File: src/rtl/core_stream_pkg.sv
// Shared stream definitions for the core's valid/ready datapaths.
//   XLEN           : datapath word width
//   DEMUX_PORT_IF  : select encoding for the instruction-fetch port (port 0)
//   DEMUX_PORT_LSU : select encoding for the load/writeback port (port 1)
package core_stream_pkg;

    localparam int unsigned XLEN = 32;

    localparam logic DEMUX_PORT_IF  = 1'b0;
    localparam logic DEMUX_PORT_LSU = 1'b1;

endpackage : core_stream_pkg

File: src/rtl/stream_slot.sv
// One-entry stream holding register with fill/drain handshake.
// Ports:
//   clk, rst_n : clock, asynchronous active-low reset
//   i_fill     : load i_data this cycle (wins over a simultaneous drain)
//   i_data     : word to load
//   i_ready    : downstream consumer accepts the held word
//   o_valid    : slot holds a word
//   o_data     : held word; keeps its last value after draining
module stream_slot #(
    parameter int unsigned WIDTH = 32
) (
    input  logic             clk,
    input  logic             rst_n,
    input  logic             i_fill,
    input  logic [WIDTH-1:0] i_data,
    input  logic             i_ready,
    output logic             o_valid,
    output logic [WIDTH-1:0] o_data
);

    logic             r_valid;
    logic [WIDTH-1:0] r_data;

    // Fill has priority: a full slot that drains and refills in one cycle stays valid.
    always_ff @(posedge clk or negedge rst_n) begin
        if (!rst_n) begin
            r_valid <= 1'b0;
            r_data  <= '0;
        end else if (i_fill) begin
            r_valid <= 1'b1;
            r_data  <= i_data;
        end else if (r_valid && i_ready) begin
            r_valid <= 1'b0;
        end
    end

    assign o_valid = r_valid;
    assign o_data  = r_data;

endmodule : stream_slot

File: src/rtl/demux1x2_stream.sv
// Registered 1-to-2 stream demultiplexer: steers each accepted word to port 0
// (instruction fetch) or port 1 (load/writeback) by the per-word select bit.
// Ports:
//   clk, rst_n                  : clock, asynchronous active-low reset
//   s_valid/s_ready/s_data/s_sel: input stream; s_sel picks the destination
//   m0_valid/m0_ready/m0_data   : port 0 output stream (registered)
//   m1_valid/m1_ready/m1_data   : port 1 output stream (registered)
//   busy                        : either port holds a word
module demux1x2_stream
    import core_stream_pkg::*;
#(
    parameter int unsigned WIDTH = XLEN
) (
    input  logic             clk,
    input  logic             rst_n,
    input  logic             s_valid,
    output logic             s_ready,
    input  logic [WIDTH-1:0] s_data,
    input  logic             s_sel,
    output logic             m0_valid,
    input  logic             m0_ready,
    output logic [WIDTH-1:0] m0_data,
    output logic             m1_valid,
    input  logic             m1_ready,
    output logic [WIDTH-1:0] m1_data,
    output logic             busy
);

    logic w_sel_lsu;
    logic w_accept;
    logic w_fill0;
    logic w_fill1;

    assign w_sel_lsu = (s_sel == DEMUX_PORT_LSU);

    // Ready looks only at the selected slot: no bypass around a stalled port.
    assign s_ready = w_sel_lsu ? (!m1_valid || m1_ready)
                               : (!m0_valid || m0_ready);

    // s_valid gates first so an unknown select while idle cannot reach state.
    assign w_accept = s_valid && s_ready;
    assign w_fill0  = w_accept && (s_sel == DEMUX_PORT_IF);
    assign w_fill1  = w_accept && w_sel_lsu;

    stream_slot #(.WIDTH(WIDTH)) u_slot0 (
        .clk     (clk),
        .rst_n   (rst_n),
        .i_fill  (w_fill0),
        .i_data  (s_data),
        .i_ready (m0_ready),
        .o_valid (m0_valid),
        .o_data  (m0_data)
    );

    stream_slot #(.WIDTH(WIDTH)) u_slot1 (
        .clk     (clk),
        .rst_n   (rst_n),
        .i_fill  (w_fill1),
        .i_data  (s_data),
        .i_ready (m1_ready),
        .o_valid (m1_valid),
        .o_data  (m1_data)
    );

    assign busy = m0_valid || m1_valid;

endmodule : demux1x2_stream

File: config.mk
export PLATFORM = sky130hd
export DESIGN_NAME = demux1x2_stream
export DESIGN_NICKNAME = d
export VERILOG_FILES = /design/src/rtl/core_stream_pkg.sv /design/src/rtl/stream_slot.sv /design/src/rtl/demux1x2_stream.sv
export SDC_FILE = /design/constraint.sdc
export NUM_CORES = 1
export LEC_CHECK = 0
export BUFFER_PORTS_ARGS = -buffer_cell sky130_fd_sc_hd__buf_2
export CAP_MARGIN = 20
export CORE_ASPECT_RATIO = 0.7
export CORE_MARGIN = 3
export CORE_UTILIZATION = 25
export CTS_CLUSTER_SIZE = 12
export DETAILED_ROUTE_END_ITERATION = 6
export SKIP_LAST_GASP = 1
export SLEW_MARGIN = 20
export SYNTH_ARGS = -nofsm -noshare
export SYNTH_HDL_FRONTEND = slang
export SYNTH_HIERARCHICAL = 1
export SYNTH_SLANG_ARGS = --single-unit
File: constraint.sdc
create_clock -name clk -period 2.1 [get_ports clk]
set_clock_uncertainty 0.15 [all_clocks]
set_input_delay 0.105 -clock clk [delete_from_list [all_inputs] [get_ports clk]]
set_output_delay 0.105 -clock clk [all_outputs]
set_load 0.1 [all_outputs]
# --- After elaboration in Yosys (flattened, before gate mapping) ---
# Index checks and enable logic that the tools add are counted.
op_classes:
  mux: 5
  bitwise_logic: 1
  n_reduce_logical: 12
op_table:
  columns: ["op", "count"]
  rows:
  - ["$logic_and A1 B1 Y1", 5]
  - ["$mux W1", 5]
  - ["$reduce_bool A2 Y1", 2]
  - ["$logic_or A1 B1 Y1", 3]
  - ["$logic_not A1 Y1", 2]
  - ["$not A1 Y1", 1]
totals:
  ff_bits: 66
  out_inout_bits: 68
  elab_cells: 22
  in_bits: 38

# --- Logic depth before layout (Yosys ltp) ---
depth:
  word_depth: 6
  depth_mapped: 5
  depth_no_buf: 3

# --- Hierarchy ---
# The synthesis kept the hierarchy.
modules_own_cells:
  columns: ["mod", "cells_per_inst", "seq_area_each_um2", "instances", "area_per_inst_um2"]
  rows:
  - ["stream_slot", 71, 825.8, 2, 1377.6]
  - ["demux1x2_stream", 8, 0.0, 1, 51.3]

# --- Worst setup path before layout ---
# OpenSTA, ideal clock, no wires.
synth_path:
  kind: "register -> output"
  start: "register u_slot0.r_valid (netlist: u_slot0/o_valid)"
  end: "output s_ready"
  path_buffers: 0
  path_stages_with_launch: 3
  required_time_ns: 1.845
  setup_slack_ns: -0.725
  t_arrival_ns: 2.570
  path_cell_list: "dfrtp_1 nor3b_1 a31oi_1"
synth_via:
  elab_chain_len: 3
synth_rtl:
  columns: ["item", "line", "rtl"]
  rows:
  - ["start: declaration", "stream_slot.sv:21", "logic r_valid;"]
  - ["start signal: assignment", "stream_slot.sv:27", "r_valid <= 1'b0;"]
  - ["start signal: assignment", "stream_slot.sv:30", "r_valid <= 1'b1;"]
  - ["start signal: assignment", "stream_slot.sv:33", "r_valid <= 1'b0;"]
  - ["$logic_not A1 Y1", "demux1x2_stream.sv:38", ": (!m0_valid || m0_ready);"]
  - ["$logic_or A1 B1 Y1", "demux1x2_stream.sv:38", null]
  - ["$mux W1", "demux1x2_stream.sv:37", "assign s_ready = w_sel_lsu ? (!m1_valid || m1_ready)"]
  - ["end: declaration", "demux1x2_stream.sv:17", "output logic s_ready,"]
# No other way between the ends.

# --- Worst setup path after layout ---
# Ends and elaborated chain as after synthesis.

==> impl_metrics.py <==
metrics = {
    "clock_network": {
        "ctsResizeCount": 0,
        "cts_hold_buf": 35,
        "clk_latency_ns": 0.32,
        "ctsRootBufferMaster": "clkbuf_16",
        "clock_sinks": 66,
        "numCtsBuffers": 9,
        "cts_setup_buffers": 0,
        "cts.htree.levels": 3,
        "path_clk_slew_ns": 0.06,
        "cts_buffer_depth": 2,
        "cts_tree": "done",
    },
    "setup_path": {
        "worst_ep_arrival_time_ns": 1.52,
        "crit_buf_inv": 1,
        "r2r_slack_ns": 0.36,
        "r2r_cells": 4,
        "slowest_stage": "buf_2",
        "critPathLaunchType": "register",
        "r2r_start": "u_slot0/o_valid",
        "cp-end-kind": "output port",
        "cpPeakStageDelay_ns": 0.44,
        "crit_type": "reg -> out",
        "required_ns": 1.85,
        "crit_chain": "nor3b_1, a31oi_4, buf_2",
        "cp_max_fo": 5,
        "crit_family": "buffers and inverters",
        "timing.rr.end": "u_slot0/o_data[29]",
    },
    "yosys": {
        "synth-xor-area-share_pct": 0,
        "synth_area_um2": 2810,
        "synthAdderAreaFrac_pct": 0,
        "netlist_instances": 150,
        "synth_compound_area_share_pct": 0.936,
        "ys_warn_count": 6,
        "ys_seq_area_share_pct": 58.8,
        "synth-simple-area-share_pct": 1.29,
        "yosys.area.top_type": "dfrtp_1",
        "ys_ff_latch": 66,
        "synthMuxAreaShare_pct": 33.4,
        "synth_top_family_by_area": "multiplexers",
        "syn-num-nets": 188,
        "syn_avg_cell_area_um2": 18.7,
        "synth.top_cells.by_area": "dfrtp_1 59%, mux2_4 31%, buf_12 4.3%",
        "ys_types": 14,
        "synth_top_area_share_pct": 58.8,
    },
    "global_routing": {
        "grt-ovfl-total": 0,
        "antenna_found_initial": 0,
        "grt_pass1_vias": 1929,
        "grt_max_degree": 67,
        "grt_pass1_wl_um": 10200,
        "grt_use_total_pct": 10.5,
    },
    "worst_hold_path": {
        "hold_end": "u_slot1/o_data[0]",
        "min_from": "s_valid",
        "hold_depth": 4,
        "min_path_type": "in -> reg",
    },
    "route": {
        "drcViolationCount": 0,
        "wirelength_um": 6190,
        "first_pass_iters": 4,
        "num_vias": 1764,
        "antenna_left": 0,
        "dr.first_iter.drc_count": 29,
        "via_per_inst": 3.92,
        "wl_per_cell_um": 13.8,
    },
    "floorplan": {
        "die_h_um": 94.6,
        "io_pins": 106,
        "die_area_um2": 12600,
        "fp.dieW_um": 133,
        "core-area_um2": 10600,
        "num_rows": 31,
        "initial_utilization_pct": 26.4,
    },
    "sta": {
        "fin_setup_tns_ns": 0,
        "slew_viol_final": 0,
        "relSlewSlack_pct": 67.2,
        "finalHoldViolations": 0,
        "tightest_slew_ns": 0.495,
        "max_clock_freq_ghz": 0.564,
        "min_period_over_period_pct": 84.4,
        "period_minus_slack_ns": 1.77,
        "setup_violations": 0,
        "grt_setup_unrepaired": "no",
    },
    "final_layout": {
        "drive_gt1_share_pct": 63.9,
        "final_cell_mix": "105 x buf_2, 66 x dfrtp_1, 58 x mux2_4",
        "fill_cells": 1010,
        "regArea_um2": 1650,
        "multiInputGateArea_um2": 1030,
        "nets": 335,
        "fin_cells": 450,
        "syn_to_final_growth_pct": 48.1,
        "final_common_cell": "buf_2",
        "antenna_cells": 0,
    },
    "power_and_ir_drop": {
        "p_per_area_nw_per_um2": 1400,
        "vdd_drop_max_mv": 0.628,
        "p_leak_uw": 0.00204,
    },
    "placement": {
        "io_buffers": 105,
        "dpl.hpwl_um": 3990,
        "routabilityCongestion": 0.659,
        "dp.cells": 399,
    },
    "flow_run": {
        "max_cap_violations": 0,
    },
    "run_status": {
        "status": "finished, final reports clean",
    },
}
-- where the power goes --
part / switching (µW) / internal [µW]
clock network: 528 / 1060
logic: 2040 / 554
registers: 135 / 1510
-- cell usage after synthesis (all sizes together) --
cell type,count
a21o,2
a21oi,1
a31oi,1
buf,8
dfrtp,66
inv,3
mux2,64
nand2,1
nor2b,1
nor3b,2
or2,1
-- kinds of logic (layout without fill, tap and decap cells) --
| family | count (synthesis) | in the layout |
|---|---|---|
| buf+inv | 11 | 163 |
| compound gates | 4 | 4 |
| mux | 64 | 64 |
| simple gates | 5 | 5 |
| flops | 66 | 66 |
-- final cells by class --
class | count | share of cell area (%)
sequential | 66 | 39.7
tap | 148 | 4.46
inverter | 3 | 0.271
clock inverter | 6 | 1.93
clock buffer | 10 | 5.75
multi-input combinational | 73 | 24.9
timing repair buffer | 144 | 23.0
-- registers in the layout, summed over array words and instances (netlist names) --
| register | cells |
|---|---|
| u_slot0/o_data | 32 |
| u_slot1/o_data | 32 |
| u_slot0/o_valid | 1 |
| u_slot1/o_valid | 1 |
-- worst reg2reg max path: cells and delay by family (launching register included) --
kind | cells | cell delay [ns]
flip-flops | 1 | 0.42
AND/OR/NAND/NOR | 2 | 0.38
multiplexers | 1 | 0.38
buffers and inverters | 1 | 0.29
-- worst max path at each step --
stage	startpoint	end	slack (ns)	cells after the start
finish	u_slot0/o_valid	s_ready	0.33	3
global route	u_slot0/o_valid	s_ready	0.29	3
CTS	u_slot0/o_valid	s_ready	0.32	3
detailed placement	u_slot0/o_valid	u_slot0/o_data[29]	0.37	4
global placement	u_slot0/o_valid	u_slot0/o_data[30]	0.42	4
floorplan	u_slot0/o_valid	u_slot0/o_data[0]	0.03	5
-- metrics by stage --
step                worst slack (ns)  hold slack, ns  util (%)  power [µW]  area (µm²)
floorplan                     0.0333          -0.341         -        3820        2820
global placement               0.417       -0.000494      32.8        4200        3490
detailed placement             0.372         0.00510      32.8        4220        3490
CTS                            0.316           0.127      39.1        5900        4160
global route                   0.291           0.142      39.1        6050        4160
finish                         0.328           0.144      39.1        5830        4160
-- layer usage --
layer,wire [µm],track usage (%),part of all wire (%)
met5,0,0,0
met4,108,4.50,1.7
met2,2770,15.7,45
met1,2900,13.4,47
met3,412,4.53,6.7
(Power assumes the default switching activity.)
